===== src/rtl/instr_fetch_unit.sv =====
// Instruction fetch stage: PC sequencing, imem handshake, 1-entry skid buffer and IF/ID register.
// Optional build macro IF_PERF_CNT_EN adds a fetch_count output counting IF/ID loads.
module instr_fetch_unit #(
   parameter logic [31:0] RESET_PC = 32'h0000_0000
) (
   input  logic        clk,
   input  logic        rst,
   output logic        imem_req,
   output logic [31:0] imem_addr,
   input  logic        imem_ack,
   input  logic [31:0] imem_data,
   input  logic        stall,
   input  logic        flush,
   input  logic        redirect,
   input  logic [31:0] redirect_pc,
   output logic [31:0] instruccion,
   output logic [31:0] pc_out,
   output logic [31:0] pc_plus4,
   output logic        valid
`ifdef IF_PERF_CNT_EN
   ,
   output logic [31:0] fetch_count
`endif
);

   localparam logic [1:0] IDLE  = 2'd0;
   localparam logic [1:0] FETCH = 2'd1;
   localparam logic [1:0] HOLD  = 2'd2;

   logic [1:0]  state;
   logic [31:0] pc;
   logic [31:0] skidData;
   logic [31:0] skidPc;
   logic        skidValid;
   logic        accept;
   logic        loadEvent;

   assign imem_req  = (state == FETCH);
   assign imem_addr = pc;
   assign pc_plus4  = pc_out + 32'd4;
   assign accept    = !valid || !stall;

   // Any cycle where IF/ID receives a live word, from memory or from the skid buffer.
   assign loadEvent = !redirect && !flush &&
                      (((state == FETCH) && imem_ack && accept) ||
                       ((state == HOLD) && skidValid && !stall));

   always_ff @(posedge clk or posedge rst) begin
      if (rst) begin
         state       <= IDLE;
         pc          <= RESET_PC;
         instruccion <= 32'h0;
         pc_out      <= 32'h0;
         valid       <= 1'b0;
         skidData    <= 32'h0;
         skidPc      <= 32'h0;
         skidValid   <= 1'b0;
      end else if (redirect) begin
         pc        <= {redirect_pc[31:2], 2'b00};
         valid     <= 1'b0;
         skidValid <= 1'b0;
         state     <= FETCH;
      end else if (flush) begin
         valid     <= 1'b0;
         skidValid <= 1'b0;
         state     <= FETCH;
      end else begin
         case (state)
            IDLE: begin
               state <= FETCH;
               if (!stall) valid <= 1'b0;
            end
            FETCH: begin
               if (imem_ack) begin
                  pc <= pc + 32'd4;
                  if (accept) begin
                     instruccion <= imem_data;
                     pc_out      <= pc;
                     valid       <= 1'b1;
                  end else begin
                     // Decode is stalled on a live word, so park this one until it frees up.
                     skidData  <= imem_data;
                     skidPc    <= pc;
                     skidValid <= 1'b1;
                     state     <= HOLD;
                  end
               end else if (!stall) begin
                  valid <= 1'b0;
               end
            end
            HOLD: begin
               if (!stall) begin
                  instruccion <= skidData;
                  pc_out      <= skidPc;
                  valid       <= skidValid;
                  skidValid   <= 1'b0;
                  state       <= FETCH;
               end
            end
            default: state <= IDLE;
         endcase
      end
   end

`ifdef IF_PERF_CNT_EN
   always_ff @(posedge clk or posedge rst) begin
      if (rst) begin
         fetch_count <= 32'h0;
      end else if (loadEvent) begin
         fetch_count <= fetch_count + 32'd1;
      end
   end
`endif

endmodule

===== config.mk =====
export PLATFORM = sky130hd
export DESIGN_NAME = instr_fetch_unit
export DESIGN_NICKNAME = d
export VERILOG_FILES = /design/src/rtl/instr_fetch_unit.sv
export SDC_FILE = /design/constraint.sdc
export NUM_CORES = 1
export LEC_CHECK = 0
export ABC_CLOCK_PERIOD_IN_PS = 9500
export CORE_MARGIN = 2
export CORE_UTILIZATION = 53
export DETAILED_ROUTE_END_ITERATION = 7
export GPL_TIMING_DRIVEN = 0
export PLACE_DENSITY = 0.9
export RECOVER_POWER = 50
export SETUP_SLACK_MARGIN = 0.1
export SKIP_LAST_GASP = 1
export SLEW_MARGIN = 25
export SYNTH_ARGS = -nofsm -noshare
export SYNTH_HDL_FRONTEND = slang
export SYNTH_SLANG_ARGS = --single-unit

===== constraint.sdc =====
create_clock -name clk -period 9.5 [get_ports clk]
set_input_delay 1.9 -clock clk [delete_from_list [all_inputs] [get_ports clk]]
set_output_delay 1.9 -clock clk [all_outputs]
set_load 0.01 [all_outputs]

==> reports/qor.yml, run 1 <==
drt:
  vias: 6315
  drcViolationCount: 0
  via_per_inst: 5.574
  drt_first_iter_violations: 373
  drt-pass1-iter-count: 6
  wire_per_inst_um: 17.87
  ant_nets: 0
  drt-total-wl_um: 20250
worst_setup_path:
  cp_cell_sequence: "and4_4 -> and2_1 -> and3_1 -> buf_4 -> nand4_1 -> xnor2_1 -> clkdlybuf4s50_1"
  path_delay_family: "simple AND/OR/NAND/NOR gates"
  cp-start-kind: "flop"
  critPathKind: "flop to output port"
  critPathMaxStageDelay_ns: 0.55
  cp_data_arrival_time_ns: 2.70
  path_buf_inv: 2
  crit_path_max_fanout: 9
  cp-end-kind: "output port"
  crit_slowest_cell: "clkdlybuf4s50_1"
  ff2ff_setup_slack_ns: 6.84
  cp.required_ns: 7.60
timing:
  drv_slew: 72
  final_hold_viol_count: 0
  fin_crit_ns: 4.604
  worst_pin_slew_ns: 3.189
  slew_headroom_pct: -113.8
  finalSetupTns_ns: 0
  clock.fmax_mhz: 217.2
  period_share_pct: 48.47
  rsz0062_at_grt: "no"
  fin_skew_ns: 0.01170
  setup_viol: 0
  whs_ns: 0.4741
logic_synthesis:
  synth_cell_types: 42
  synth_top_cell_by_area: "dfrtp_1"
  synth_area_um2: 7805
  ys_seq_area_share_pct: 50.66
  synth_top_area_share_pct: 50.66
  synth_area_per_cell_um2: 10.84
  ys.flop_type: "dfrtp_1"
  synth_edf_count: 0
  ys_ff_latch: 158
  synthArstFlopShare_pct: 100.0
  yosys_warnings: 0
  synthTopCellsByArea: "dfrtp_1 (51%), mux2_2 (9.1%), mux2i_1 (8.1%)"
  syn_inst: 720
pwr:
  combPwrFrac_pct: 21.6
  fin_total_pwr_mw: 2.056
  p_leak_nw: 4.530
  power.internal_mw: 1.501
  peakVddDrop_uv: 136.5
  swShare_pct: 27.02
  p_seq_share_pct: 42.5
  clockPowerShare_pct: 35.9
  power_switching_uw: 555.5
  power_density_nw_per_um2: 193.8
clocking:
  cts_setup_buffers: 0
  cts_hold_buf: 0
  path_clk_slew_ns: 0.06
  cts_resized: 0
  cts_tree: "done"
  tritoncts_num_sinks: 158
  clockBufferDepth: 2
  cts_buffers: 17
  cts-htree-levels: 4
  clk_latency_ns: 0.43
  cts_root_buf: "clkbuf_16"
grt:
  gr-usage-met2_pct: 43.19
  overflow: 0
  met3_usage_pct: 6.846
  met1_usage_pct: 34.08
  grt_usage_pct: 26.65
  grt_max_degree: 88
  grt_first_pass_wirelength_um: 33220
  gr-max-usage-layer: "met2"
  grt_pass1_vias: 6401
  antenna_found_initial: 1
status:
  violations: "capacitance limit, slew limit"
  outcome: "finished with violations"
floorplan:
  die-area_um2: 15710
  chipWidth_um: 125.4
  initial_core_util_pct: 53.91
  pin_count: 200
  fp.coreArea_um2: 14480
  dieHeight_um: 125.4
  rows: 44
place:
  port_buffers: 190
  dpl.hpwl_um: 14320
  gp_routability_congestion: 0.8677
final_layout:
  layout-drive-gt1-share_pct: 14.56
  fillers: 1020
  syn2layout_area_growth_pct: 35.91
  final_nets: 1012
min_path:
  hold_path_class: "flop to flop"
job:
  drv_cap: 1
## state kept, by name (all words and copies together) (netlist names)
| signal | cells |
|---|---|
| skidValid | 1 |
| instruccion | 32 |
| state | 2 |
| valid | 1 |
| skidPc | 30 |
| imem_addr | 30 |
| skidData | 32 |
| pc_out | 30 |
## kinds of logic (layout without fill, tap and decap cells)
family	after synthesis	in the layout	synth area share, %
AND/OR/NAND/NOR	216	216	14.64
buffers and inverters	54	277	3.334
adder cells (fa/ha/maj)	7	7	1.122
other	1	7	0.04805
multiplexers	126	126	17.17
flip-flops	158	158	50.66
AO/OA/AOI/OAI	101	101	6.637
XOR/XNOR	57	57	6.396
## worst paths after layout
check	start	to	cells past startpoint
max	pc_out[4]$_DFFE_PP0P_	pc_plus4[26]	7
min	instruccion[30]$_DFFE_PP0P_	instruccion[30]$_DFFE_PP0P_	2
max reg2reg	state[1]$_DFFE_PP0P_	imem_addr[19]$_DFFE_PP0P_	7
min reg2reg	instruccion[30]$_DFFE_PP0P_	instruccion[30]$_DFFE_PP0P_	2
max in group asynchronous	rst	skidPc[26]$_DFFE_PP0P_	2
min in group asynchronous	rst	instruccion[4]$_DFFE_PP0P_	2
## placed cells by master, fill, tap and decap left out, drive strengths merged, types with 22 or more instances in the layout
master / netlist / routed
dlygate4sd3: 0 / 28
nand3: 25 / 25
xor2: 22 / 22
o21ai: 94 / 94
clkdlybuf4s50: 0 / 162
nand2: 116 / 116
mux2i: 63 / 63
mux2: 63 / 63
dfrtp: 158 / 158
buf: 33 / 29
clkbuf: 14 / 42
xnor2: 35 / 35
## worst min-delay path, delay by kind of cell, from the launching register on
family / cells / cell delay (ns)
simple gates: 1 / 0.04
flops: 1 / 0.34
compound gates: 1 / 0.06
## power groups by stage
stage	registers [mW]	logic, mW	clock network [mW]
after global routing	0.889	0.484	0.775
final	0.875	0.444	0.738
after floorplan	0.892	0.169	0
after detailed placement	0.883	0.455	0
after global placement	0.878	0.440	0
after CTS	0.874	0.459	0.741
## cell type report
| cell class | count | area, um^2 | area share, % |
|---|---|---|---|
| Clock inverter | 9 | 152.6 | 1.439 |
| Clock buffer | 23 | 488.0 | 4.600 |
| Timing Repair Buffer | 191 | 1929 | 18.19 |
| Sequential cell | 158 | 3954 | 37.27 |
| Antenna cell | 1 | 2.502 | 0.02359 |
| Multi-Input combinational cell | 513 | 3595 | 33.89 |
| Buffer | 47 | 229.0 | 2.159 |
| Inverter | 7 | 27.53 | 0.2595 |
| Tap cell | 184 | 230.2 | 2.170 |
## metrics by stage
step           worst slack (ns)  utilization (%)  instance area, um^2  instances
6_report                  4.896            73.26                10610       1133
5_1_grt                   4.699            73.26                10610       1133
4_1_cts                   4.870            73.43                10630       1132
3_5_place_dp              5.184            69.00                 9991       1100
3_3_place_gp              1.281            68.76                 9956       1099
2_1_floorplan             3.337                -                 7824        725
## cells in the mapped netlist, types with 3 or more instances
library cell / number
ha_1: 7
nand4_1: 16
xnor2_1: 35
and3_1: 7
nand2_1: 116
buf_4: 7
xor2_1: 22
nor2_1: 12
nor4_1: 3
nor4_2: 5
inv_1: 7
and4_4: 3
mux2i_1: 63
and2_1: 7
nand3_1: 23
mux2_2: 63
nor3_1: 4
buf_2: 25
o21ai_0: 83
o21ai_1: 11
clkbuf_1: 14
and4_1: 4
dfrtp_1: 158
## metal layers
layer	part of all wire [%]	routed length, um
met1	41	8361
met2	49	9890
met3	6.6	1327
met4	3.3	669
met5	0	0
No activity file was read; power rests on OpenSTA's default activity.
==> inputs of run 2 (changes only) <==
--- a/config.mk
+++ b/config.mk
@@ -5,12 +5,12 @@
 export SDC_FILE = /design/constraint.sdc
 export NUM_CORES = 1
 export LEC_CHECK = 0
-export ABC_CLOCK_PERIOD_IN_PS = 9500
+export ABC_CLOCK_PERIOD_IN_PS = 4700
 export CORE_MARGIN = 2
-export CORE_UTILIZATION = 53
+export CORE_UTILIZATION = 50
 export DETAILED_ROUTE_END_ITERATION = 7
 export GPL_TIMING_DRIVEN = 0
-export PLACE_DENSITY = 0.9
+export PLACE_DENSITY = 0.85
 export RECOVER_POWER = 50
 export SETUP_SLACK_MARGIN = 0.1
 export SKIP_LAST_GASP = 1
==> constraint.sdc (replaced) <==
create_clock -name clk -period 4.7 [get_ports clk]
set_input_delay 0.94 -clock clk [delete_from_list [all_inputs] [get_ports clk]]
set_output_delay 0.94 -clock clk [all_outputs]
set_load 0.01 [all_outputs]
==> reports/qor.yml, run 2 (synthesis gave the netlist of run 1 again) <==
worst_setup_path:
  critPathMaxStageDelay_ns: 0.55
  crit_path_max_fanout: 9
  ff2ff_setup_slack_ns: 2.06
  rr_startpoint: "state[1]$_DFFE_PP0P_"
  cp_cell_sequence: "and4_4 -> and2_1 -> and3_1 -> buf_4 -> nand4_1 -> xnor2_1 -> clkdlybuf4s50_1"
  crit_slowest_cell: "clkdlybuf4s50_1"
  cp_data_arrival_time_ns: 2.75
  r2r_end: "imem_addr[19]$_DFFE_PP0P_"
  reg2reg_depth: 7
  critPathKind: "flop to output port"
  cp-start-kind: "flop"
  cp-end-kind: "output port"
  cp.required_ns: 3.76
timing:
  finalSetupTns_ns: 0
  period_share_pct: 78.58
  rsz0062_at_grt: "no"
  fin_skew_ns: 0.009037
  final_hold_viol_count: 0
  drv_slew: 31
  clock.fmax_mhz: 270.8
  slew_headroom_pct: -8.944
  fin_crit_ns: 3.693
  setup_viol: 0
  worst_pin_slew_ns: 1.634
pwr:
  p_seq_share_pct: 42.5
  power_density_nw_per_um2: 389.4
  combPwrFrac_pct: 21.7
  fin_total_pwr_mw: 4.152
  peakVddDrop_uv: 246.9
  clockPowerShare_pct: 35.8
  power.internal_mw: 3.011
  p_leak_nw: 4.538
  power_switching_mw: 1.140
  swShare_pct: 27.47
clocking:
  clk_latency_ns: 0.43
  cts_hold_buf: 0
  cts-htree-levels: 4
  cts_setup_buffers: 0
  cts_buffers: 17
  tritoncts_num_sinks: 158
  cts_root_buf: "clkbuf_16"
  path_clk_slew_ns: 0.06
  cts_tree: "done"
  clockBufferDepth: 2
  cts_resized: 0
floorplan:
  dieHeight_um: 128.9
  initial_core_util_pct: 51.34
  fp.coreArea_um2: 15200
  pin_count: 200
  chipWidth_um: 128.9
  die-area_um2: 16630
  rows: 45
drt:
  vias: 6203
  via_per_inst: 5.432
  drt-total-wl_um: 19930
  drt_first_iter_violations: 322
  ant_nets: 0
  drt-pass1-iter-count: 5
  wire_per_inst_um: 17.46
  drcViolationCount: 0
final_layout:
  layout-drive-gt1-share_pct: 14.69
  final_cell_mix: "clkdlybuf4s50_1 (163), dfrtp_1 (158), nand2_1 (116), o21ai_0 (84), mux2i_1 (63)"
  reg_top3: "instruccion: 32 flops, skidData: 32 flops"
  syn2layout_area_growth_pct: 36.61
  final_nets: 1017
  mostFrequentLayoutCell: "clkdlybuf4s50_1"
status:
  outcome: "finished with violations"
  violations: "capacitance limit, slew limit"
job:
  drv_cap: 1
grt:
  grt_max_degree: 32
  antenna_found_initial: 1
  overflow: 0
  grt_first_pass_wirelength_um: 32010
  grt_pass1_vias: 6260
  grt_usage_pct: 25.08
min_path:
  holdCritStartpoint: "instruccion[14]$_DFFE_PP0P_"
  holdPathStages: 2
  hold_path_class: "flop to flop"
  holdPathEnd: "instruccion[14]$_DFFE_PP0P_"
place:
  port_buffers: 190
  gp_routability_congestion: 0.8763
  dpl.hpwl_um: 14600
-- run 2: cell types whose count changed in the layout (fill, tap and decap cells not counted), sizes merged --
cell and delta:
clkinvlp +3, buf +2, clkdlybuf4s50 +1, dlygate4sd3 -1
-- run 2: power groups by stage --
stage                     sequential (mW)  combinational [mW]  clock [mW]
after floorplan                      1.80               0.341           0
after global placement               1.77               0.892           0
after detailed placement             1.78               0.932           0
after CTS                            1.76               0.939        1.50
after global routing                 1.80               0.982        1.57
final                                1.76               0.902        1.49
-- run 2: how the worst max path moves through the flow --
stage,startpoint,to,cells after the start
5_1_grt,rst,instruccion[24]$_DFFE_PP0P_,4
2_1_floorplan,rst,imem_addr[10]$_DFFE_PP0P_,1
6_report,pc_out[4]$_DFFE_PP0P_,pc_plus4[16],7
3_5_place_dp,flush,instruccion[1]$_DFFE_PP0P_,7
3_3_place_gp,rst,skidPc[7]$_DFFE_PP0P_,2
4_1_cts,pc_out[4]$_DFFE_PP0P_,pc_plus4[16],7
-- run 2: final cells by class --
class | instances | area [um^2]
clock inverter | 12 | 182.7
sequential | 158 | 3954
multi-input combinational | 513 | 3595
buffer | 47 | 229.0
fill | 1144 | 4539
inverter | 7 | 27.53
tap | 188 | 235.2
antenna | 1 | 2.502
timing repair buffer | 196 | 1981
clock buffer | 20 | 456.7
-- run 2: metrics by stage --
stage	utilization [%]	cells	setup slack [ns]	hold WS (ns)	cell area (um^2)
global placement	65.55	1103	0.4182	0.4632	9965
finish	70.14	1142	1.007	0.4788	10660
detailed placement	66.44	1109	1.374	0.4715	10100
floorplan	-	725	1.759	0.4496	7828
global route	70.14	1142	0.6338	0.5122	10660
CTS	70.64	1141	1.004	0.4859	10740
-- run 2: layer usage --
metal | vias up | share of wire, % | GRT usage, %
met5 | - | 0 | 0
met4 | 0 | 2.3 | 9.910
met3 | 28 | 5.6 | 5.946
met2 | 185 | 49 | 40.77
met1 | 3040 | 43 | 32.70
li1 | 2950 | - | -
-- run 2: worst max-delay path: cells and delay by family (launching register included) --
family	cells	cell delay [ns]
simple gates	4	0.93
buf+inv	2	0.75
flops	1	0.48
xor+xnor	1	0.17
